**src/rtl/Cipher_defs.sv**
```systemverilog
// Shared AES cipher datapath types, the reduction constant and the xtime helper.
package Cipher_defs;
  typedef logic [7:0]    t_byte;
  typedef t_byte [3:0]   t_column;
  typedef t_byte [15:0]  t_state;

  localparam t_byte AES_POLY = 8'h1B;

  // Multiply by x in GF(2^8) modulo x^8+x^4+x^3+x+1.
  function automatic t_byte xtime(input t_byte b);
    return {b[6:0], 1'b0} ^ (b[7] ? AES_POLY : 8'h00);
  endfunction
endpackage

```
**src/rtl/mix_column.sv**
```systemverilog
// Combinational single-column MixColumns / InvMixColumns unit built from xtime chains.
module mix_column
  import Cipher_defs::*;
#(
  parameter bit INV_EN = 1'b1
) (
  input  logic [31:0] col_in,
  input  logic        inv,
  output logic [31:0] col_out
);
  // Packed index 3 holds row 0 (the MSB byte); rows rotate downward in index.
  t_column a, x2, x4, x8, y;

  assign a       = col_in;
  assign col_out = y;

  always_comb begin
    x2 = '0;
    x4 = '0;
    x8 = '0;
    for (int i = 0; i < 4; i++) begin
      x2[i] = xtime(a[i]);
      x4[i] = xtime(x2[i]);
      x8[i] = xtime(x4[i]);
    end
  end

  always_comb begin
    logic [1:0] k0, k1, k2, k3;
    y = '0;
    for (int r = 0; r < 4; r++) begin
      k0 = 2'(3 - r);
      k1 = k0 - 2'd1;
      k2 = k0 - 2'd2;
      k3 = k0 - 2'd3;
      if (INV_EN && inv)
        // E*a0 ^ B*a1 ^ D*a2 ^ 9*a3
        y[k0] = (x8[k0] ^ x4[k0] ^ x2[k0]) ^ (x8[k1] ^ x2[k1] ^ a[k1])
              ^ (x8[k2] ^ x4[k2] ^ a[k2])  ^ (x8[k3] ^ a[k3]);
      else
        y[k0] = x2[k0] ^ (x2[k1] ^ a[k1]) ^ a[k2] ^ a[k3];
    end
  end
endmodule

```
**src/rtl/mix_columns_seq.sv**
```systemverilog
// Sequential AES (Inv)MixColumns: one shared column unit applied to columns 0..3 on successive clocks.
module mix_columns_seq
  import Cipher_defs::*;
#(
  parameter bit INV_EN = 1'b1
) (
  input  logic         clk,
  input  logic         rst,
  input  logic         in_valid,
  output logic         in_ready,
  input  logic [127:0] in_state,
  input  logic         inv,
  output logic         out_valid,
  input  logic         out_ready,
  output logic [127:0] out_state,
  output logic         busy
);
  typedef enum logic [1:0] {IDLE, BUSY, DONE} t_fsm;

  t_fsm          state_q, state_d;
  logic [1:0]    col_q;
  logic          inv_q;
  t_column [3:0] buf_q;   // index 3 = column 0 (bytes s0..s3)
  logic [31:0]   mix_out;

  mix_column #(.INV_EN(INV_EN)) u_mix (
    .col_in  (buf_q[~col_q]),
    .inv     (inv_q),
    .col_out (mix_out)
  );

  always_comb begin
    state_d = state_q;
    case (state_q)
      IDLE:    if (in_valid) state_d = BUSY;
      BUSY:    if (col_q == 2'd3) state_d = DONE;
      DONE:    if (out_ready) state_d = IDLE;
      default: state_d = IDLE;
    endcase
  end

  always_ff @(posedge clk or posedge rst) begin
    if (rst) begin
      state_q <= IDLE;
      col_q   <= 2'd0;
      inv_q   <= 1'b0;
      buf_q   <= '0;
    end else begin
      state_q <= state_d;
      case (state_q)
        IDLE: if (in_valid) begin
          buf_q <= in_state;
          inv_q <= INV_EN ? inv : 1'b0;
          col_q <= 2'd0;
        end
        // col wraps to 0 on the last column; IDLE reloads it anyway.
        BUSY: begin
          buf_q[~col_q] <= mix_out;
          col_q         <= col_q + 2'd1;
        end
        default: ;
      endcase
    end
  end

  assign in_ready  = (state_q == IDLE);
  assign busy      = (state_q == BUSY);
  assign out_valid = (state_q == DONE);
  assign out_state = buf_q;
endmodule
```
**config.mk**
```make
export PLATFORM = sky130hd
export DESIGN_NAME = mix_columns_seq
export DESIGN_NICKNAME = d
export VERILOG_FILES = /design/src/rtl/Cipher_defs.sv /design/src/rtl/mix_column.sv /design/src/rtl/mix_columns_seq.sv
export SDC_FILE = /design/constraint.sdc
export NUM_CORES = 1
export LEC_CHECK = 0
export BUFFER_PORTS_ARGS = -buffer_cell sky130_fd_sc_hd__buf_2
export CAP_MARGIN = 20
export CELL_PAD_IN_SITES_DETAIL_PLACEMENT = 0
export CELL_PAD_IN_SITES_GLOBAL_PLACEMENT = 1
export CORE_MARGIN = 10
export CORE_UTILIZATION = 45
export DETAILED_ROUTE_END_ITERATION = 6
export PLACE_DENSITY_LB_ADDON = 0.3
export SLEW_MARGIN = 20
export SYNTH_ARGS = -nofsm -noshare
export SYNTH_HDL_FRONTEND = slang
export SYNTH_SLANG_ARGS = --single-unit
```
**constraint.sdc**
```tcl
create_clock -name clk -period 7.44 [get_ports clk]
set_input_delay 1.116 -clock clk [delete_from_list [all_inputs] [get_ports clk]]
set_output_delay 1.116 -clock clk [all_outputs]
set_load 0.005 [all_outputs]
```
==> key figures <==
Job
  • Maxcap violations: 0

Worst setup path
  • Beginning of the critical path: col_q[0]$_DFFE_PP0P_
  • Worst setup EP type: register
  • WP data required: 7720 ps
  • Setup CP Type: register to register
  • Critical path arrival: around 4300 ps
  • Worst R2R Start: col_q[0]$_DFFE_PP0P_
  • CP max FO: 22
  • Startpoint Class: register

Routing
  • TritonRoute pass-1 iters: 5
  • Final ANT Viol Nets: 0
  • Wirelength, routed: 36600 um
  • Total number of vias: 8010
  • # DRC: 0
  • Iter 0 DRT Violations: 703
  • Vias/cell: 6.14
  • DR WL/cell: 28.0 um

GRT
  • Number of global-route vias before repair: 8288
  • Gr usage total: 0.270
  • Met1 Track Usage GR: 0.364
  • Antenna violations before repair: 1
  • Met2 usage: 0.423
  • GRT overflow: 0
  • GRT busiest layer: met2
  • Largest net degree at the start of global routing: 90
  • Global-route wire length before repair: 54300 um
  • Met3 Use GR: 0.0661

Die
  • Num rows: 52
  • Core ar.: between 20000 and 25000 um^2
  • Initial Utilization: 0.459
  • Die height: 164 um
  • Die ar.: between 20000 and 30000 um^2
  • DIE WIDTH: 164 um
  • IO Count: 264

Timing
  • Setup TNS: 0 ps
  • Final-report setup violation count: 0
  • Tmin final: 4040 ps
  • Final hold violations: 0
  • Clock Skew: between 9 and 10 ps
  • Final worst slack: 3400 ps
  • Crit share post-route: 0.542
  • F_max: 0.248 GHz
  • Worst-margin pin slew: 1050 ps
  • RSZ-0062 raised after global routing: false
  • Max-slew headroom: 0.297
  • Slew Limit Fails: 0

Placed design
  • Setup slack at placement: roughly 3400 ps
  • Final RePlAce weighted congestion: ~0.96
  • Hpwl dp: 26700 um
  • Placed cells: 1273
  • Port bufs: 263

Clocking
  • Sink Count: around 130
  • Post-cts hold buffer count: 0
  • H-tree depth: 4
  • # resized after CTS: 0
  • Cts bufs inserted: 17
  • Clock Tree Buf Depth: 2
  • Clock transition at path regs: 60 ps
  • Setup bufs post-CTS: 0
  • Worst skew pair latency: 430 ps
  • CTS tree: done
  • CTS root buffer: clkbuf_16

Synthesis
  • Yosys Warn Count: 0
  • Async SR Flop Fraction: 1.00
  • Synth Instances: 799
  • Synth cell count leaders: dfrtp_1 (133), xnor2_1 (125), a22oi_1 (116)
  • Post-synthesis register bit count: 133
  • Syn avg cell area: 11.7 um^2
  • Post-synth EDFFs: 0
  • Area leader, netlist: dfrtp_1
  • Netlist cell types: 37
  • Ys flop type: dfrtp_1
  • Syn nets: 936
  • Netlist Area Pre-Place: 9320 um^2
  • Top cell type's share of synthesized area: 0.357
  • Most frequent cell after synthesis: dfrtp_1
  • Area contributors post-synth: dfrtp_1 (36%), xnor2_1 (12%), a22oi_1 (9.3%)
  • Sequential element share of the synthesized area: 0.357

Hold path
  • Hold path startpoint: out_state[73]$_DFFE_PP0P_
  • Hold Path Class: register to register

Finish
  • Ant diodes: 0
  • Fraction of layout cells with a size suffix above 1: 0.380
  • Final std cells w/o fill: 1305
  • Total Nets Final: 1159
  • Synth-to-Final Area Change: 20.7%

Status
  • Status: finished, final reports clean
routing by layer:
metal	vias up	share of wire	wire, um
met5	-	0.00019	7
met4	2	0.019	708
met3	50	0.089	3280
met2	460	0.48	17600
met1	4112	0.41	15000
li1	3386	-	-
state kept, by name, summed over array words and instances (netlist names):
signal     count
col_q          2
inv_q          1
out_state    128
state_q        2
cells by family (layout without fill, tap and decap cells):
logic type	after synthesis	count (layout)	synth area share
flip-flops	133	133	0.357
adder cells (fa/ha/maj)	4	4	0.00537
XOR/XNOR	225	225	0.300
AO/OA/AOI/OAI	272	272	0.185
AND/OR/NAND/NOR	56	56	0.0267
multiplexers	36	36	0.0820
buffers and inverters	73	309	0.0432
final timing paths:
path	endpoint	slack [ps]	cells past startpoint
max	out_state[116]$_DFFE_PP0P_	3400	8
min	out_state[73]$_DFFE_PP0P_	530	2
max reg2reg	out_state[116]$_DFFE_PP0P_	3400	8
min reg2reg	out_state[73]$_DFFE_PP0P_	530	2
max in group asynchronous	out_state[120]$_DFFE_PP0P_	5130	3
min in group asynchronous	out_state[49]$_DFFE_PP0P_	800	2
layout make-up:
cell class	instances	area [um^2]
Timing Repair Buffer	271	1380
Multi-Input combinational cell	593	5630
Inverter	6	25.0
Sequential cell	133	3330
Clock inverter	14	119
Fill cell	1852	9050
Clock buffer	18	429
Tap cell	270	338
worst max-delay path, stage by stage (launching register included):
cell and delay [ps]:
dfrtp_2 710, buf_4 460, mux4_2 800, xnor2_2 260, xnor2_1 400, xnor2_1 270
xnor3_1 480, a21oi_2 330, o21ai_1 120
per-stage QoR:
step / util / area [um^2] / hold slack, ps
final: 0.554 / 11300 / 529
after floorplan: - / 9320 / 506
after detailed placement: 0.527 / 10700 / 515
after global routing: 0.554 / 11300 / 553
after global placement: 0.527 / 10700 / 509
after CTS: 0.554 / 11300 / 536
placed cells by master, fill, tap and decap left out, drive strengths merged:
master / instances
xor2: 38
xnor2: 154
nor3: 8
clkinv: 3
ha: 4
mux4: 32
a22oi: 116
a221oi: 8
clkbuf: 18
o31ai: 1
and2: 1
mux2i: 4
a21oi: 14
nand3: 5
xor3: 6
o21ai: 129
clkinvlp: 5
nand2b: 6
dfrtp: 133
a222oi: 4
xnor3: 27
nor2: 16
buf: 271
nand2: 20
inv: 12
Power is left out: the tool's default activity adds up to more than one toggle a clock period on the data nets, which glitch-free logic cannot reach.
